File: src/rtl/transfer_engine_p.sv
// ---------------------------------------------------------------------------
// transfer_engine_p
//   Small word memory with two operations:
//     LOAD   - streams DEPTH words from a into the memory, one per cycle, and
//              pulses load_done on the cycle that writes the last word.
//     GATHER - picks bit bit_sel out of every word and assembles a DEPTH-bit
//              result, one lane of LPW words per cycle. Disabled lanes
//              contribute all ones. The finished result is published on out
//              together with a one-cycle out_valid pulse.
//
// Ports
//   clk        in   clock, all state changes on the rising edge
//   rst        in   synchronous active-low reset
//   a          in   [DATA_W]   load data word
//   rd         in   load request (sampled in IDLE only, wins over wr)
//   wr         in   gather request (sampled in IDLE only)
//   lane_en    in   [LANES]    per-lane enable, latched when wr is accepted
//   bit_sel    in   [BSW]      bit index, latched when wr is accepted
//   out        out  [DEPTH]    gathered result, changes only on completion
//   out_valid  out  one-cycle pulse marking a new out value
//   load_done  out  one-cycle pulse marking load completion
//   busy       out  high whenever the engine is not IDLE
// ---------------------------------------------------------------------------
module transfer_engine_p #(
    parameter int DATA_W = 16,
    parameter int DEPTH  = 16,
    parameter int LANES  = 4,
    localparam int BSW   = $clog2(DATA_W)
) (
    input  logic              clk,
    input  logic              rst,
    input  logic [DATA_W-1:0] a,
    input  logic              rd,
    input  logic              wr,
    input  logic [LANES-1:0]  lane_en,
    input  logic [BSW-1:0]    bit_sel,
    output logic [DEPTH-1:0]  out,
    output logic              out_valid,
    output logic              load_done,
    output logic              busy
);

    localparam int LPW = DEPTH / LANES;
    localparam int PW  = $clog2(DEPTH);
    localparam int LCW = (LANES > 1) ? $clog2(LANES) : 1;

    typedef enum logic [1:0] {
        S_IDLE   = 2'd0,
        S_LOAD   = 2'd1,
        S_GATHER = 2'd2
    } state_t;

    state_t             r_state;
    logic [DATA_W-1:0]  r_mem [DEPTH];
    logic [PW-1:0]      r_ptr;
    logic [LCW-1:0]     r_lane_cnt;
    logic [LANES-1:0]   r_lane_en;
    logic [BSW-1:0]     r_bit_sel;
    logic [DEPTH-1:0]   r_shadow;
    logic [DEPTH-1:0]   w_shadow_next;

    // Shadow result with the lane selected by r_lane_cnt replaced by this
    // cycle's gathered bits. On the final lane this is the complete result,
    // which lets out be loaded in the same edge without an extra cycle.
    always_comb begin
        // NOTE: default assignment first so no path leaves the signal
        // unassigned, which would otherwise infer a latch.
        w_shadow_next = r_shadow;
        for (int k = 0; k < LANES; k++) begin
            if (LCW'(k) == r_lane_cnt) begin
                for (int j = 0; j < LPW; j++) begin
                    w_shadow_next[k*LPW + j] = r_lane_en[k]
                                             ? r_mem[k*LPW + j][r_bit_sel]
                                             : 1'b1;
                end
            end
        end
    end

    assign busy = (r_state != S_IDLE);

    // NOTE: all state uses non-blocking assignments so every register sees
    // the values from before the edge, regardless of statement order.
    always_ff @(posedge clk) begin
        if (!rst) begin
            r_state    <= S_IDLE;
            // NOTE: the memory is cleared by reset because a gather without
            // a prior load must read zeros; this forces flops, not a RAM.
            for (int i = 0; i < DEPTH; i++) begin
                r_mem[i] <= '0;
            end
            r_ptr      <= '0;
            r_lane_cnt <= '0;
            r_lane_en  <= '0;
            r_bit_sel  <= '0;
            r_shadow   <= '1;
            out        <= '1;
            out_valid  <= 1'b0;
            load_done  <= 1'b0;
        end else begin
            out_valid <= 1'b0;
            load_done <= 1'b0;
            case (r_state)
                S_IDLE: begin
                    // rd has priority; a simultaneous wr is simply dropped.
                    if (rd) begin
                        r_state <= S_LOAD;
                        r_ptr   <= '0;
                    end else if (wr) begin
                        r_state    <= S_GATHER;
                        r_lane_cnt <= '0;
                        r_lane_en  <= lane_en;
                        r_bit_sel  <= bit_sel;
                    end
                end

                S_LOAD: begin
                    r_mem[r_ptr] <= a;
                    r_ptr        <= r_ptr + PW'(1);
                    if (r_ptr == PW'(DEPTH - 1)) begin
                        r_state   <= S_IDLE;
                        load_done <= 1'b1;
                    end
                end

                S_GATHER: begin
                    r_shadow   <= w_shadow_next;
                    r_lane_cnt <= r_lane_cnt + LCW'(1);
                    if (r_lane_cnt == LCW'(LANES - 1)) begin
                        out       <= w_shadow_next;
                        out_valid <= 1'b1;
                        r_state   <= S_IDLE;
                    end
                end

                default: r_state <= S_IDLE;
            endcase
        end
    end

endmodule

File: config.mk
export PLATFORM = sky130hd
export DESIGN_NAME = transfer_engine_p
export DESIGN_NICKNAME = d
export VERILOG_FILES = /design/src/rtl/transfer_engine_p.sv
export SDC_FILE = /design/constraint.sdc
export NUM_CORES = 1
export LEC_CHECK = 0
export CORE_MARGIN = 8
export CORE_UTILIZATION = 52
export CTS_BUF_LIST = sky130_fd_sc_hd__clkbuf_4
export DETAILED_ROUTE_END_ITERATION = 10
export PLACE_DENSITY = 0.71
export SLEW_MARGIN = 20
export SYNTH_ARGS = -nofsm -noshare
export SYNTH_HDL_FRONTEND = slang
export SYNTH_SLANG_ARGS = --single-unit
File: constraint.sdc
create_clock -name clk -period 3 [get_ports clk]
set_clock_uncertainty 0.05 [all_clocks]
set_input_delay 0.45 -clock clk [delete_from_list [all_inputs] [get_ports clk]]
set_output_delay 0.45 -clock clk [all_outputs]
set_load 0.1 [all_outputs]
==> summary.md, run 1 <==
| Metric | Value |
|---|---|
| Status | `completed` |
| Top cell type's share of synthesized area | `56.41%` |
| Slew of the pin with the lowest slew margin | `between 900 and 1000 ps` |
| Final hold violation count | `0` |
| Reg2Reg Depth | `5` |
| PwrDens | `565.8 nW/um2` |
| I/O Buffers | `46` |
| Final setup viols | `0` |
| CORE AREA | `between 20000 and 30000 um2` |
| Placed cells | `between 1000 and 1500` |
| Synth cell types | `35` |
| Ys Warns | `0` |
| Bufs on Longest Clock Path | `3` |
| Tmin final | `~2300 ps` |
| Clk Latency, worst-skew pair | `around 670 ps` |
| Clk pin slew, worst setup/hold paths | `around 70 ps` |
| RSZ-0062 raised after global routing | `no` |
| Dpl ws | `approximately 330 ps` |
| Worst r2r src | `r_state[0]$_SDFFE_PN0P_` |
| Vias in the first global route | `~9000` |
| DR iter-0 viols | `about 700` |
| Grt ovf | `0` |
| TritonCTS Buffers | `77` |
| DR DRC count | `0` |
| Syn nets | `1068` |
| Die area | `around 32000 um2` |
| Synthesized area | `~14000 um2` |
| Leak | `5.728 nW` |
| Hold buffer count at CTS | `0` |
| CP startpoint | `r_state[0]$_SDFFE_PN0P_` |
| Worst r2r dst | `r_mem[12][8]$_SDFFCE_PN0P_` |
| Reg2reg setup slack | `between 600 and 700 ps` |
| Flops & latches, synth | `302` |
| Root buffer cell | `clkbuf_4` |
| DR vias/cell | `5.652` |
| Maximum number of pins on one net before global-route repair | `approximately 40` |
| Initial antenna violation count | `2` |
| WL/cell | `21.67 um` |
| Peak Freq | `around 430 MHz` |
| DRT antenna net count | `0` |
| Most common cell after layout, fill and taps aside | `and2_1` |
| Worst setup SP type | `register` |
| I/O Pins | `between 40 and 50` |
| Share of cells above drive strength 1 | `19.32%` |
| Die outline width | `about 180 um` |
| Die height | `177.9 um` |
| Element type at the critical path end | `register` |
| Final period utilization | `slightly below 80%` |
| Site Rows | `around 60` |
| Clock sink total | `302` |
| Initial Utilization | `~53%` |
| GPL Wtd Cong | `between 0.7 and 0.8` |
| Worst-path maximum fanout | `16` |
| Total power | `0.008830 W` |
| Tot GR Track Use | `a little over a fifth` |
| DP HPWL | `roughly 19 mm` |
| TritonRoute pass-1 iters | `5` |
| Max-Cap Viols | `0` |
| Syn Area/Cell | `13.21 um2` |
| Arrival @ worst endpoint | `2790 ps` |
| Critical Path Sink | `r_mem[12][8]$_SDFFCE_PN0P_` |
| Most area-hungry cell type in the Yosys netlist | `edfxtp_1` |
| Post-synthesis cell count | `1032` |
| Max_slew headroom | `between 30% and 40%` |
| Sequential fraction of the synthesis area | `63.17%` |
| Post CTS Setup Buffer Count | `0` |
| Worst setup margin | `between 600 and 700 ps` |
| Worst endpoint required time | `roughly 3500 ps` |
| Hold/Removal Path Class | `input pin to register` |
| Peak supply drop | `roughly 0.00028 V` |
| Min-delay src | `lane_en[3]` |
| Routed WL | `around 33 mm` |
| Via count | `just under 9000` |
| Synth-to-Final Area Change | `14.52%` |
| Setup_tns | `0 ps` |
| Most frequent cells in the layout | `and2_1, edfxtp_1, clkbuf_4, mux2i_1, buf_4` |
| Cell Count, Final, Fillers Out | `between 1500 and 2000` |
| First-pass GRT wire length | `approximately 50 mm` |
| Final Net Count | `1174` |
| Final Slew Violations | `0` |
| Synth area leaders | `edfxtp_1, and2_1, mux2i_1` |
| CTS tree | `yes` |
| Post-CTS Resized | `0` |
| WS Path Type | `register to register` |
| Htree depth | `3` |
[cell families (layout without fill, tap and decap cells)]
| logic type | after synthesis | in the layout | share of synthesized area [%] |
|---|---|---|---|
| multiplexers | 122 | 122 | 10.15 |
| adder cells (fa/ha/maj) | 8 | 8 | 0.7345 |
| AND/OR/NAND/NOR | 381 | 381 | 16.41 |
| other | 0 | 1 | 0 |
| buffers and inverters | 82 | 251 | 2.626 |
| flip-flops | 302 | 302 | 63.17 |
| AO/OA/AOI/OAI | 137 | 137 | 6.922 |
[routing by layer]
metal  wire length (um)  vias to the layer above  track usage, %
li1                   -                     4039               -
met1              13350                     4249           26.01
met2              16400                      326           35.84
met3               2454                       71           5.043
met4               1093                        2           9.899
met5                 13                        -               0
[worst min path at each step]
stage                                 to  slack (ps)  depth (start not counted)
3_3_place_gp    r_shadow[8]$_SDFFE_PN1P_         390                          1
4_1_cts        r_lane_en[3]$_SDFFE_PN0P_         250                          3
5_1_grt        r_lane_en[3]$_SDFFE_PN0P_         280                          3
2_1_floorplan  r_lane_en[3]$_SDFFE_PN0P_         390                          2
3_5_place_dp    r_shadow[5]$_SDFFE_PN1P_         400                          1
6_report       r_lane_en[3]$_SDFFE_PN0P_         290                          3
[registers in the layout, summed over array words and instances (netlist names)]
register / cells
r_lane_en: 4
r_bit_sel: 4
load_done: 1
out: 16
r_state: 2
r_lane_cnt: 2
r_mem: 256
out_valid: 1
r_shadow: 12
r_ptr: 4
[cells in the mapped netlist]
cell      count
o22ai_1       4
inv_1         5
a21oi_1      34
and3_1        4
nor3_2        4
and2b_1       1
nand3b_1      3
nor4_1       24
buf_2        22
a22oi_1      52
nand3_1       4
nor3_1        2
nand2b_1     10
o21a_1        4
mux4_2       12
a21o_1        1
nand2_1      29
ha_1          8
mux2_2        9
clkbuf_1     48
dfxtp_1      46
nor2_1       35
nor2b_1       5
o21ai_0      12
o21bai_1      2
mux2i_1     101
buf_6         1
a211o_1      24
buf_4         4
nor2_2        1
o311ai_1      4
buf_1         2
or2_2         1
and2_1      258
edfxtp_1    256
[stage by stage]
| step | hold slack, ps | utilization, % | cell area, um2 |
|---|---|---|---|
| after floorplan | 386.6 | - | 13630 |
| after global placement | 393.2 | 56.36 | 14600 |
| after detailed placement | 400.7 | 56.36 | 14600 |
| after CTS | 245.7 | 60.21 | 15600 |
| after global routing | 283.7 | 60.23 | 15610 |
| final | 291.5 | 60.23 | 15610 |
[area by class of cell]
cell class / count / area (um2)
fill: 2060 / 10300
antenna: 1 / 2.502
multi-input combinational: 648 / 4669
timing repair buffer: 104 / 885.9
clock inverter: 26 / 127.6
tap: 335 / 419.2
sequential: 302 / 8612
inverter: 5 / 18.77
clock buffer: 116 / 870.8
[critical path: stages (launching register included)]
cell and delay, ps:
dfxtp_1 450, and2b_1 210, and2_1 200, nand2_1 330, nor2_1 690, and2_1 240
[report_power, final]
part / internal [W] / total [W] / switching [W]
clock: 0.00186 / 0.00349 / 0.00163
sequential: 0.00468 / 0.00474 / 0.0000584
combinational: 0.000221 / 0.000597 / 0.000376
No activity file was read; power rests on OpenSTA's default activity.
==> run 2, diff against run 1 <==
PLACE_DENSITY = 0.74   (was 0.71)
clock period = 2.1 ns   (was 3 ns; I/O delays follow)
==> summary.md, run 2 (synthesis results as in run 1) <==
| Metric | Value |
|---|---|
| Status | `completed` |
| Placed cell areas | `14940 um2 (+2.3%)` |
| Die area | `31640 um2 (unchanged)` |
| DR iter-0 viols | `768 (+10%)` |
| Die height | `177.9 um (unchanged)` |
| Routed WL | `33.46 mm (+0.45%)` |
| Final Net Count | `1201 (+2.3%)` |
| Tmin final | `2046 ps (-280.6 ps)` |
| DR vias/cell | `5.743 (+1.6%)` |
| Clk pwr share | `40.9% (+1.4 points)` |
| Combinational share of power | `7.1% (+0.3 points)` |
| DRT antenna net count | `0 (unchanged)` |
| Sequential Power Share | `52.0% (-1.7 points)` |
| Final hold violation count | `0 (unchanged)` |
| Initial Utilization | `52.60% (unchanged)` |
| Site Rows | `59 (unchanged)` |
| Area of the multi-input gates | `4698 um2 (+0.62%)` |
| First-pass GRT wire length | `50.63 mm (+0.66%)` |
| TritonCTS Buffers | `77 (unchanged)` |
| TritonRoute pass-1 iters | `5 (unchanged)` |
| WL/cell | `21.42 um (-1.2%)` |
| Worst-path maximum fanout | `16 (unchanged)` |
| Peak Freq | `488.8 MHz (+14%)` |
| Max reg flops | `256 (unchanged)` |
| Initial antenna violation count | `3 (+1)` |
| RSZ-0062 raised after global routing | `yes` |
| Htree depth | `3 (unchanged)` |
| Sw Pwr | `0.002953 W (+43%)` |
| Leak | `5.928 nW (+3.5%)` |
| Worst endpoint required time | `2580 ps (-880 ps)` |
| Sw Share | `22.70% (-0.66 points)` |
| Pint | `0.01006 W (+49%)` |
| Peak supply drop | `0.0005269 V (+88%)` |
| I/O Buffers | `46 (unchanged)` |
| Biggest register | `r_mem` |
| CORE AREA | `25910 um2 (unchanged)` |
| Synth-to-Final Area Change | `17.74%` |
| Most common cell after layout, fill and taps aside | `and2_1` |
| Root buffer cell | `clkbuf_4` |
| Final Instance Area | `16050 um2 (+2.8%)` |
| Share of cells above drive strength 1 | `22.20% (+2.9 points)` |
| DP HPWL | `19.70 mm (+1.5%)` |
| Final period utilization | `97.41% (+20 points)` |
| Vias in the first global route | `9058 (+2.9%)` |
| Worst setup SP type | `register` |
| Arrival @ worst endpoint | `2530 ps (-260 ps)` |
| Clk Latency, worst-skew pair | `660 ps (about the same)` |
| Maximum number of pins on one net before global-route repair | `49 (+20%)` |
| CTS tree | `yes` |
| Final setup viols | `0 (unchanged)` |
| Die outline width | `177.9 um (unchanged)` |
| GPL Wtd Cong | `0.8320 (+8.0%)` |
| Dpl ws | `-274.7 ps (-607.3 ps)` |
| Seq. cell area | `8612 um2 (unchanged)` |
| WS Path Type | `register to register` |
| Clock sink total | `302 (unchanged)` |
| # fillers | `2002 (-2.8%)` |
| PwrDens | `810.9 nW/um2 (+43%)` |
| Most frequent cells in the layout | `and2_1, edfxtp_1, clkbuf_4, mux2i_1, buf_4` |
| Final Slew Violations | `0 (unchanged)` |
| Max-Cap Viols | `0 (unchanged)` |
| Via count | `8970 (+3.3%)` |
| Grt ovf | `0 (unchanged)` |
| Max_slew headroom | `45.94% (+6.7 points)` |
| Bufs on Longest Clock Path | `3 (unchanged)` |
| I/O Pins | `47 (unchanged)` |
| Clk pin slew, worst setup/hold paths | `70 ps (about the same)` |
| DR DRC count | `0 (unchanged)` |
| Worst setup margin | `54.29 ps (-619.4 ps)` |
| Hold/Removal Path Class | `input pin to register` |
| Slew of the pin with the lowest slew margin | `808.0 ps (-94.43 ps)` |
| Post CTS Setup Buffer Count | `0 (unchanged)` |
| Tot GR Track Use | `21.22% (-0.24 points)` |
| Regs by FF count | `r_mem: 256 flops, out: 16 flops, r_shadow: 12 flops` |
| Element type at the critical path end | `register` |
run 2: worst max-delay path: stages (launching register included):
cell	delay, ps
dfxtp_1	350
and2b_1	250
and2_1	230
nand2_2	160
nor2_1	660
and2_1	240
run 2: timing repair:
item | 4_1_cts | 5_1_grt
gates resized for setup | 1 | 11
hold buffers | 0 | 0
setup endpoints to repair | 1 | 176
cloned | 0 | 0
run 2: worst paths after layout:
check,from,to,slack (ps),cells past startpoint
worst min-delay path,lane_en[3],r_lane_en[3]$_SDFFE_PN0P_,150,3
worst max register to register,r_state[1]$_SDFFE_PN0P_,r_mem[14][3]$_SDFFCE_PN0P_,50,5
worst min register to register,r_lane_en[3]$_SDFFE_PN0P_,r_lane_en[3]$_SDFFE_PN0P_,410,2
worst max-delay path,r_state[1]$_SDFFE_PN0P_,r_mem[14][3]$_SDFFCE_PN0P_,50,5
run 2: final cells by class:
| type | instances | area share, % |
|---|---|---|
| Sequential cell | 302 | 53.67 |
| Multi-Input combinational cell | 648 | 29.28 |
| Timing Repair Buffer | 131 | 7.689 |
| Clock buffer | 122 | 5.708 |
| Tap cell | 335 | 2.612 |
| Clock inverter | 17 | 0.8890 |
| Inverter | 5 | 0.1170 |
| Antenna cell | 2 | 0.03119 |
run 2: per-layer routing:
metal,wire (um),share of wire [%],GRT usage (%),vias to the layer above
met5,0,0,0,-
met4,1084,3.2,9.587,0
met2,16270,49,34.58,345
met3,2415,7.2,3.574,73
li1,-,-,-,4078
met1,13700,41,27.46,4474
run 2: power by group through the flow:
stage                     clock network (W)  registers (W)  logic, W
after floorplan                           0        0.00688  0.000502
after global placement                    0        0.00688  0.000897
after detailed placement                  0        0.00690  0.000912
after CTS                           0.00542        0.00677  0.000916
after global routing                0.00572        0.00679  0.000975
final                               0.00532        0.00677  0.000921
run 2: per-stage QoR:
| step | TNS [ps] | hold WS, ps | utilization, % | instances | total power (W) |
|---|---|---|---|---|---|
| 3_5_place_dp | -43640 | 400.4 | 57.67 | 1421 | 0.007811 |
| 2_1_floorplan | -5637 | 386.6 | - | 1032 | 0.007378 |
| 5_1_grt | -1510 | 131.3 | 61.92 | 1562 | 0.01348 |
| 4_1_cts | 0 | 98.90 | 61.77 | 1560 | 0.01310 |
| 6_report | 0 | 149.6 | 61.92 | 1562 | 0.01301 |
| 3_3_place_gp | -37070 | 393.0 | 57.67 | 1421 | 0.007782 |
==> run 3, diff against run 2 <==
ABC_AREA = 0   (was default)
==> results of run 3 <==
Final layout, timing and power as in run 2 (identical DEF).
